===== src/rtl/mesi_snoop_if.sv =====
// mesi_snoop_if: bundles the snoop agent's bus-facing signals.
//   cbus_* : command/address from the ISC and the one-cycle completion pulse back
//   wb_*   : write-back request/address to memory and its accept strobe
//   cpu_wr_*: local CPU store-hit notification and its same-cycle accept
// Modports:
//   master - the environment side (ISC, memory, local CPU)
//   slave  - the snoop agent
interface mesi_snoop_if #(
  parameter int ADDR_WIDTH = 32
);
  logic [2:0]            cbus_cmd_i;
  logic [ADDR_WIDTH-1:0] cbus_addr_i;
  logic                  cbus_ack_o;
  logic                  wb_req_o;
  logic [ADDR_WIDTH-1:0] wb_addr_o;
  logic                  wb_ack_i;
  logic                  cpu_wr_vld_i;
  logic [ADDR_WIDTH-1:0] cpu_wr_addr_i;
  logic                  cpu_wr_rdy_o;

  modport master (
    output cbus_cmd_i, cbus_addr_i, wb_ack_i, cpu_wr_vld_i, cpu_wr_addr_i,
    input  cbus_ack_o, wb_req_o, wb_addr_o, cpu_wr_rdy_o
  );

  modport slave (
    input  cbus_cmd_i, cbus_addr_i, wb_ack_i, cpu_wr_vld_i, cpu_wr_addr_i,
    output cbus_ack_o, wb_req_o, wb_addr_o, cpu_wr_rdy_o
  );
endinterface


===== src/rtl/mesi_snoop_agent.sv =====
// mesi_snoop_agent: per-CPU coherence snoop agent sitting behind the ISC.
// Holds a direct-mapped MESI tag/state table, services ISC commands
// (snoops and line installs), writes back dirty lines to memory and returns
// a one-cycle ack. Local CPU store hits on E lines upgrade silently to M.
// Ports:
//   clk             clock
//   rst             asynchronous reset, active-low
//   bus (slave)     cbus cmd/addr/ack, write-back req/addr/ack, cpu store vld/addr/rdy
// Optional build macro MESI_SNOOP_STATS_EN adds:
//   snoop_hit_cnt_o saturating count of WR/RD snoop hits
//   wb_cnt_o        saturating count of accepted write-backs
module mesi_snoop_agent #(
  parameter int ADDR_WIDTH = 32,
  parameter int LINES      = 16
) (
  input  logic clk,
  input  logic rst,
  mesi_snoop_if.slave bus
`ifdef MESI_SNOOP_STATS_EN
  ,
  output logic [15:0] snoop_hit_cnt_o,
  output logic [15:0] wb_cnt_o
`endif
);
  localparam int IDX_W = $clog2(LINES);
  localparam int TAG_W = ADDR_WIDTH - IDX_W;

  localparam logic [2:0] CMD_NOP      = 3'd0;
  localparam logic [2:0] CMD_WR_SNOOP = 3'd1;
  localparam logic [2:0] CMD_RD_SNOOP = 3'd2;
  localparam logic [2:0] CMD_EN_WR    = 3'd3;
  localparam logic [2:0] CMD_EN_RD    = 3'd4;

  typedef enum logic [1:0] {ST_I = 2'd0, ST_S = 2'd1, ST_E = 2'd2, ST_M = 2'd3} mesi_e;
  typedef enum logic [2:0] {IDLE, LOOKUP, WB, ACK, DRAIN} fsm_e;

  fsm_e                  fsm_q;
  logic [2:0]            cmd_q;
  logic [ADDR_WIDTH-1:0] addr_q;
  logic                  ack_q;
  logic                  wb_req_q;
  logic [ADDR_WIDTH-1:0] wb_addr_q;

  mesi_e                 line_state_q [LINES];
  logic [TAG_W-1:0]      line_tag_q   [LINES];

  // Lookup of the registered command's line.
  logic [IDX_W-1:0]      idx;
  logic [TAG_W-1:0]      tag;
  mesi_e                 cur_st;
  logic [TAG_W-1:0]      cur_tag;
  logic                  hit;

  assign idx     = addr_q[IDX_W-1:0];
  assign tag     = addr_q[ADDR_WIDTH-1:IDX_W];
  assign cur_st  = line_state_q[idx];
  assign cur_tag = line_tag_q[idx];
  assign hit     = (cur_st != ST_I) && (cur_tag == tag);

  // Decision for the current command; consumed in LOOKUP (write-back) and
  // ACK (table update). The entry cannot change in between because local
  // stores are only taken in IDLE.
  logic                  need_wb;
  logic [ADDR_WIDTH-1:0] wb_line;
  logic                  upd_en;
  mesi_e                 upd_st;

  // NOTE: every output of an always_comb gets a default first, so no path
  // through the case leaves a value unassigned and no latch is inferred.
  always_comb begin
    need_wb = 1'b0;
    wb_line = addr_q;
    upd_en  = 1'b0;
    upd_st  = cur_st;
    case (cmd_q)
      CMD_WR_SNOOP: if (hit) begin
        upd_en  = 1'b1;
        upd_st  = ST_I;
        need_wb = (cur_st == ST_M);
      end
      CMD_RD_SNOOP: if (hit && (cur_st == ST_M || cur_st == ST_E)) begin
        upd_en  = 1'b1;
        upd_st  = ST_S;
        need_wb = (cur_st == ST_M);
      end
      CMD_EN_WR, CMD_EN_RD: begin
        upd_en = 1'b1;
        upd_st = (cmd_q == CMD_EN_WR) ? ST_M : ST_E;
        // A dirty line of another tag is being evicted: flush it first.
        if (cur_st == ST_M && cur_tag != tag) begin
          need_wb = 1'b1;
          wb_line = {cur_tag, idx};
        end
      end
      default: ;
    endcase
  end

  // Local store path: accepted only when idle with no pending ISC command,
  // so a simultaneous snoop always wins.
  logic [IDX_W-1:0] st_idx;
  logic             store_acc;
  logic             store_hit_e;

  assign st_idx      = bus.cpu_wr_addr_i[IDX_W-1:0];
  assign store_acc   = rst && (fsm_q == IDLE) && (bus.cbus_cmd_i == CMD_NOP) && bus.cpu_wr_vld_i;
  assign store_hit_e = (line_state_q[st_idx] == ST_E) &&
                       (line_tag_q[st_idx] == bus.cpu_wr_addr_i[ADDR_WIDTH-1:IDX_W]);

  assign bus.cpu_wr_rdy_o = store_acc;
  assign bus.cbus_ack_o   = ack_q;
  assign bus.wb_req_o     = wb_req_q;
  assign bus.wb_addr_o    = wb_addr_q;

  // NOTE: sequential state uses non-blocking assignments only, so every
  // register samples the pre-edge values regardless of statement order.
  always_ff @(posedge clk or negedge rst) begin
    if (!rst) begin
      fsm_q     <= IDLE;
      cmd_q     <= CMD_NOP;
      addr_q    <= '0;
      ack_q     <= 1'b0;
      wb_req_q  <= 1'b0;
      wb_addr_q <= '0;
      // NOTE: only the state bits are reset (every line invalid); the tags
      // are don't-care while invalid and live in a reset-free block below.
      for (int i = 0; i < LINES; i++) line_state_q[i] <= ST_I;
    end else begin
      ack_q <= 1'b0;
      case (fsm_q)
        IDLE: begin
          if (bus.cbus_cmd_i != CMD_NOP) begin
            cmd_q  <= bus.cbus_cmd_i;
            addr_q <= bus.cbus_addr_i;
            fsm_q  <= LOOKUP;
          end else if (store_acc && store_hit_e) begin
            line_state_q[st_idx] <= ST_M;
          end
        end
        LOOKUP: begin
          if (need_wb) begin
            wb_req_q  <= 1'b1;
            wb_addr_q <= wb_line;
            fsm_q     <= WB;
          end else begin
            ack_q <= 1'b1;
            fsm_q <= ACK;
          end
        end
        WB: begin
          if (bus.wb_ack_i) begin
            wb_req_q <= 1'b0;
            ack_q    <= 1'b1;
            fsm_q    <= ACK;
          end
        end
        ACK: begin
          if (upd_en) line_state_q[idx] <= upd_st;
          fsm_q <= DRAIN;
        end
        DRAIN: begin
          // The ISC holds its command until it sees the ack; wait it out so
          // one command yields exactly one ack.
          if (bus.cbus_cmd_i == CMD_NOP) fsm_q <= IDLE;
        end
        default: fsm_q <= IDLE;
      endcase
    end
  end

  always_ff @(posedge clk) begin
    if (fsm_q == ACK && upd_en) line_tag_q[idx] <= tag;
  end

`ifdef MESI_SNOOP_STATS_EN
  always_ff @(posedge clk or negedge rst) begin
    if (!rst) begin
      snoop_hit_cnt_o <= '0;
      wb_cnt_o        <= '0;
    end else begin
      if (fsm_q == ACK && hit && (cmd_q == CMD_WR_SNOOP || cmd_q == CMD_RD_SNOOP) &&
          snoop_hit_cnt_o != 16'hFFFF)
        snoop_hit_cnt_o <= snoop_hit_cnt_o + 16'd1;
      if (fsm_q == WB && bus.wb_ack_i && wb_cnt_o != 16'hFFFF)
        wb_cnt_o <= wb_cnt_o + 16'd1;
    end
  end
`endif
endmodule


===== src/flat_wrapper.sv =====
// flat-port wrapper written by rule: the top's interface ports become plain ports
module mesi_snoop_agent_flat 
#(
  parameter int ADDR_WIDTH = 32,
  parameter int LINES      = 16
)
  (clk, rst, bus_cbus_cmd_i, bus_cbus_addr_i, bus_wb_ack_i, bus_cpu_wr_vld_i, bus_cpu_wr_addr_i, bus_cbus_ack_o, bus_wb_req_o, bus_wb_addr_o, bus_cpu_wr_rdy_o);
  mesi_snoop_if #(.ADDR_WIDTH(ADDR_WIDTH)) bus_i ();
  input  logic clk;
  input  logic rst;
  input wire logic [$bits(bus_i.cbus_cmd_i)-1:0] bus_cbus_cmd_i;
  input wire logic [$bits(bus_i.cbus_addr_i)-1:0] bus_cbus_addr_i;
  input wire logic [$bits(bus_i.wb_ack_i)-1:0] bus_wb_ack_i;
  input wire logic [$bits(bus_i.cpu_wr_vld_i)-1:0] bus_cpu_wr_vld_i;
  input wire logic [$bits(bus_i.cpu_wr_addr_i)-1:0] bus_cpu_wr_addr_i;
  output wire logic [$bits(bus_i.cbus_ack_o)-1:0] bus_cbus_ack_o;
  output wire logic [$bits(bus_i.wb_req_o)-1:0] bus_wb_req_o;
  output wire logic [$bits(bus_i.wb_addr_o)-1:0] bus_wb_addr_o;
  output wire logic [$bits(bus_i.cpu_wr_rdy_o)-1:0] bus_cpu_wr_rdy_o;
  assign bus_i.cbus_cmd_i = bus_cbus_cmd_i;
  assign bus_i.cbus_addr_i = bus_cbus_addr_i;
  assign bus_i.wb_ack_i = bus_wb_ack_i;
  assign bus_i.cpu_wr_vld_i = bus_cpu_wr_vld_i;
  assign bus_i.cpu_wr_addr_i = bus_cpu_wr_addr_i;
  assign bus_cbus_ack_o = bus_i.cbus_ack_o;
  assign bus_wb_req_o = bus_i.wb_req_o;
  assign bus_wb_addr_o = bus_i.wb_addr_o;
  assign bus_cpu_wr_rdy_o = bus_i.cpu_wr_rdy_o;
  mesi_snoop_agent #(.ADDR_WIDTH(ADDR_WIDTH), .LINES(LINES)) u_core (.clk(clk), .rst(rst), .bus(bus_i));
endmodule

===== config.mk =====
export PLATFORM = sky130hd
export DESIGN_NAME = mesi_snoop_agent_flat
export DESIGN_NICKNAME = d
export VERILOG_FILES = /design/src/rtl/mesi_snoop_if.sv /design/src/rtl/mesi_snoop_agent.sv /design/src/flat_wrapper.sv
export SDC_FILE = /design/constraint.sdc
export NUM_CORES = 1
export LEC_CHECK = 0
export CAP_MARGIN = 10
export CORE_UTILIZATION = 60
export DETAILED_ROUTE_END_ITERATION = 10
export GPL_ROUTABILITY_DRIVEN = 0
export PLACE_DENSITY_LB_ADDON = 0.08
export SYNTH_ARGS = -nofsm -noshare
export SYNTH_HDL_FRONTEND = slang
export SYNTH_SLANG_ARGS = --single-unit

===== constraint.sdc =====
create_clock -name clk -period 7.8 [get_ports clk]
set_input_delay 1.56 -clock clk [delete_from_list [all_inputs] [get_ports clk]]
set_output_delay 1.56 -clock clk [all_outputs]
set_load 0.05 [all_outputs]

; ---- After elaboration in Yosys (flattened, before gate mapping)
; Memory sizes are Yosys's and may differ from the RTL's.
; Index checks and enable logic that the tools add are counted.
[classes]
order_cmp = 4
n_eq_ne = 21
muxes = 41
bitwise = 3
n_reduce_logical = 24
[ops]
columns = cell, n
row1 = $mux 32, 5
row2 = $pmux 32 s2, 1
row3 = $eq 28x28->1, 2
row4 = $bwmux 32, 1
row5 = $or 32x32->32, 1
row6 = $ne 28x28->1, 1
row7 = $bmux 2 s4, 2
row8 = $demux 2 s4, 2
row9 = $mux 2, 8
row10 = $pmux 3 s5, 1
row11 = $mux 1, 13
row12 = $eq 3x2->1 const B, 4
row13 = $logic_and 1x1->1, 11
row14 = $ge 5x5->1 const B, 2
row15 = $lt 5x1->1 const B, 2
row16 = $not 4->5, 2
row17 = $mux 3, 3
row18 = $ne 2x2->1 const B, 4
row19 = $eq 2x2->1 const B, 3
row20 = $eq 3x1->1 const B, 2
row21 = $eq 3x3->1 const B, 2
row22 = $logic_not 3->1, 2
row23 = $ne 2x1->1 const B, 3
row24 = $pmux 1 s3, 2
row25 = 9 further kinds, 14
[word_totals]
regBits = 104
ram_bits = 448
in_bits = 71
output_inout_bits = 35
n_memories = 1
[memory_table]
columns = name, depth, width, read_ports, rd_ports_with_merged_regs, wr, line
row1 = u_core.line_tag_q, 16, 28, 2, 0, 1, mesi_snoop_agent.sv:45  ; logic [TAG_W-1:0] line_tag_q [LINES];

; ---- Logic depth before layout (Yosys ltp)
[logic_depth]
depth_word = 12
mapped_depth = 17
depth_no_buf = 10

; ---- Worst setup path after synthesis
; OpenSTA, ideal clock, no wires.
[synth_timing]
kind = register to register
from = register u_core.addr_q[0]
to = memory u_core.line_tag_q[13][0] (netlist bit) (enable)
arrival_time_ns = 4.993
required_ns = 7.352
setup_slack_ns = 2.359
stages_incl_launch_ff = 15
n_path_buf = 4
path_cell_list = dfrtp_1 -> buf_6 -> buf_6 -> buf_4 -> buf_6 -> mux4_2 -> xnor2_1 -> o32ai_1 -> a221oi_1 -> nand4_1 -> nor4_2 -> nand3_1 -> nand2_1 -> nand2_1 -> nor3_1
[synth_between]
elab_chain_cells = 12
word_cells_on_any_way = 18
[synth_rtl]
columns = element, line
row1 = "start, declared", mesi_snoop_agent.sv:39  ; logic [ADDR_WIDTH-1:0] addr_q;
row2 = "start signal, assigned", mesi_snoop_agent.sv:134  ; addr_q <= bus.cbus_addr_i;
row3 = "parallel branches: the longest is 12 deep, another holds $mem_v2 16x28", --
row4 = "end, declared", mesi_snoop_agent.sv:45
; Several ways; the timed one is not identified. The select of a mux whose other input is x is not followed.

; ---- Worst setup path after layout
[layout_timing]
from = input bus_cpu_wr_addr_i[1]
to = register u_core.line_state_q[2] (netlist bit)
[layout_between]
elab_chain_cells = 9
word_cells_on_any_way = 20
[layout_rtl]
columns = element, line
row1 = "start, declared", flat_wrapper.sv:15  ; input wire logic [$bits(bus_i.cpu_wr_addr_i)-1:0] bus_cpu_wr_addr_i;
row2 = $not 4->5 (not written as such), "mesi_snoop_agent.sv:107, mesi_snoop_agent.sv:137"
row3 = "$ge 5x5->1 (not written as such), or another cell as far along", mesi_snoop_agent.sv:137  ; line_state_q[st_idx] <= ST_M;
row4 = $logic_and 1x1->1 (not written as such) or $mux 2 (tied branches), "mesi_snoop_agent.sv:137, mesi_snoop_agent.sv:107"
row5 = $mux 2 (on tied branches), "mesi_snoop_agent.sv:137, mesi_snoop_agent.sv:107"
row6 = $demux 2 s4 or $eq 2x2->1 (tied branches), "mesi_snoop_agent.sv:137, mesi_snoop_agent.sv:107"
row7 = $or 32x32->32 (no source line) or $logic_and 1x1->1 (tied branches), --
row8 = $mux 32 or $logic_and 1x1->1 (tied branches), mesi_snoop_agent.sv:136  ; end else if (store_acc && store_hit_e) begin
row9 = $mux 32 or $ne 2x2->1 (tied branches), --
row10 = $pmux 32 s2 or $reduce_and 4->1 (tied branches), --
row11 = "end signal, assigned by index", mesi_snoop_agent.sv:158  ; if (upd_en) line_state_q[idx] <= upd_st;
row12 = "end, declared", mesi_snoop_agent.sv:44  ; mesi_e line_state_q [LINES];
; Several ways; a longest one is shown, not always the timed one. The select of a mux whose other input is x is not followed.
; A chain may end at the register's enable or synchronous reset.

==> metrics <==
status finished, final reports clean; DRT Pass-1 Iters 6; setup TNS 0 ns; GRT Max-Usage Layer met2; post-synthesis cell area 27570 sq um; Synth Flop Type edfxtp_1; VDD IR-drop max 387.5 uV; EDFF count, synth 448; vias in the first global route 17582; Final nets 1866; Synth Area in XOR/XNOR 1.875%; first-pass GRT wire length 119400 um; placed cell count approximately 2300; crit-path cells buf_6 > buf_4 > mux4_2 > mux4_2 > xnor2_1 > nand4_1 > nor4_1 > and3_1 > and3_1 > a221o_1; Hold Path End u_core.bus.wb_addr_o[31]; Yosys reg bits 552; Synth Instances 1690; commonest cells in the netlist edfxtp_1 (448), mux4_2 (208), mux2i_1 (134); pin count of the biggest net entering global routing 83; fin crit share 75.72%; Num CTS Buffers 57; worst min-delay path category register to register; mux cell area share after synthesis 25.89%; vertical die dimension about 220 um; Final Critical Period 5.906 ns; Synthesis Warnings 0; CP peak stage delay 1.03 ns; FFs w/ async S/R, synth 18.84%; max-cap violation count 0; leading area contributor after synthesis edfxtp_1; routed len/inst 33.46 um; antenna violations before repair 1; LEAKAGE around 11 nW; sequential area share after synthesis between 50 and 60%; Worst Skew 0.02899 ns; via count 17757; layout filler cell count 3022; worst hold slack just over 0.5 ns; CP max-delay cell nor4_1; total power 0.01040 W; Slew Viols, Final 0; met2 usage ~54%; Final HPWL DP a little over 50000 um; count of cells resized by post-cts repair 0; final std cells w/o fill 2442; Starting Density around three fifths; Reg clk slew, reported paths 0.06 ns; grt ovf 0; Max Buffers Root-to-Sink 3; Setup crit start kind primary input; Synth top area share about half; Mapped Nets approximately 1800; adder-cell share of the synthesized area 0%; worst-path fanout max 48; initial DRC count approximately 2900; clk sinks 552; Power per Cell Area ~330 nW/um^2; Worst Path Class, Setup primary input to register; Die W 216.3 um; most numerous cell in the Yosys netlist edfxtp_1; Setup crit end kind register; hold buffer count at CTS 0; Synth Area in Simple Gates 5.125%; post-synthesis cell type count a little over 70; FP Rows 78; r2r endpoint u_core.bus.wb_addr_o[31]; Vias/cell approximately 7.3; R2R Setup Slk 1.92 ns; hold_sp u_core.bus.wb_addr_o[31]; FF-to-FF path depth 12; Max Fclk around 170 MHz; final hold viol count 0; hold path cells 1; H-tree lvl count 2; setup repair bufs after CTS 0; synth-to-layout area growth 12.97%; Top Ports 106; gr usage total 35.60%; Final Routed Wirelength between 80000 and 90000 um; Setup violations, final 0; RSZ-0062 raised after global routing false; Least-Margin Pin Slew between 1 and 1.5 ns; met1 usage about half; Avg Inst Size Synth approximately 16 sq um; die area ~47000 sq um; Compound-Gate Fraction of Synth Area between 6 and 7%; Antenna Nets Post-Route 0; Clk Latency, worst-skew pair around 0.64 ns; Remaining DRCs 0; core area 45380 sq um; worst flop-to-flop path startpoint u_core.addr_q[1]; largest family of logic cells by synthesized area multiplexers; Critical Path AT ~6.5 ns; buffers added on ports 105; TritonCTS clock tree built; share of cells above drive strength 1 26.28%; GR met3 Demand/Resource 7.172%; Ant. Diodes 0; top cells by area, synth edfxtp_1 (49%), mux4_2 (17%), dfrtp_1 (9.4%), mux2i_1 (4.9%), mux2_2 (2.3%); Root Driver clkbuf_16; required time of the critical path between 8 and 9 ns; Slew headroom just under 20%
-- cell families (layout without fill, tap and decap cells) --
group,after synthesis,in the layout
buf+inv,144,296
flops,552,552
mux,430,430
xor+xnor,59,59
simple gates,269,269
compound gates,236,236
-- worst max-delay path by stage --
stage / start / end / slack, ns / cells past startpoint
5_1_grt: bus_cpu_wr_addr_i[1] / u_core.line_state_q[28] / 1.79 / 10
6_report: bus_cpu_wr_addr_i[1] / u_core.line_state_q[2] / 1.89 / 10
3_3_place_gp: bus_cpu_wr_addr_i[1] / u_core.line_state_q[0] / 1.54 / 10
4_1_cts: u_core.addr_q[0] / u_core.bus.wb_addr_o[31] / 1.97 / 12
2_1_floorplan: u_core.addr_q[0] / u_core.line_tag_q[13][0] / 2.36 / 14
3_5_place_dp: bus_cpu_wr_addr_i[1] / u_core.line_state_q[2] / 1.46 / 10
-- registers in the layout (all words and copies together) (netlist names) --
signal,count
u_core.line_tag_q,448
u_core.addr_q,32
u_core.bus.wb_addr_o,32
u_core.line_state_q,32
u_core.cmd_q,3
u_core.fsm_q,3
u_core.bus.cbus_ack_o,1
u_core.bus.wb_req_o,1
-- cell type report --
type,instances,area [sq um],share of cell area (%)
sequential,552,16070,51.59
multi-input combinational,994,10850,34.83
timing repair buffer,171,1577,5.063
clock buffer,73,1528,4.906
tap,600,750.7,2.411
clock inverter,33,302.8,0.9724
inverter,19,71.32,0.2290
-- critical path: cells and delay by family --
kind                      cells  cell delay, ns
xor gates and xnor gates      1            0.49
buffers and inverters         2            1.08
and+or+nand+nor               4            2.16
muxes                         2            0.90
AOI/OAI and AO/OA             1            0.17
-- power breakdown --
group	internal, W	total [W]	switching (W)
clock network	0.00154	0.00271	0.00117
registers	0.00371	0.00434	0.000631
logic	0.00140	0.00335	0.00195
-- metal layers --
metal | part of all wire [%] | wire length [um] | vias to the layer above
met3 | 11 | 9167 | 216
met2 | 47 | 38060 | 1247
li1 | - | - | 7133
met1 | 38 | 31350 | 9161
met4 | 3.8 | 3124 | 0
met5 | 0 | 0 | -
-- cells in the final DEF, fill, tap and decap left out, types with 9 or more instances in the layout --
cell type / instances
o211ai_1: 10
and3_1: 14
edfxtp_1: 448
a211o_1: 18
clkbuf_1: 13
mux4_2: 208
nand3_1: 19
clkdlybuf4s50_1: 100
xor2_1: 14
mux2_4: 32
nor3_1: 45
mux2_2: 56
mux2i_1: 134
a21oi_1: 32
clkinv_1: 12
nor3_2: 9
a22oi_1: 26
nor2_1: 54
xnor2_1: 45
dfrtp_1: 100
nor2b_1: 20
a221oi_1: 21
nand2_1: 37
a21boi_0: 14
nand4_1: 13
clkinv_2: 10
buf_4: 65
a211oi_1: 19
a221o_1: 11
inv_1: 18
nand2b_1: 13
o21ai_0: 42
clkbuf_16: 58
-- stage by stage --
stage / area [sq um] / setup slack, ns / utilization [%]
floorplan: 27570 / 2.359 / -
global placement: 29310 / 1.538 / 64.59
detailed placement: 29310 / 1.462 / 64.59
CTS: 31140 / 1.974 / 68.62
global route: 31140 / 1.792 / 68.62
finish: 31140 / 1.894 / 68.62
No activity file was read; power rests on OpenSTA's default activity.
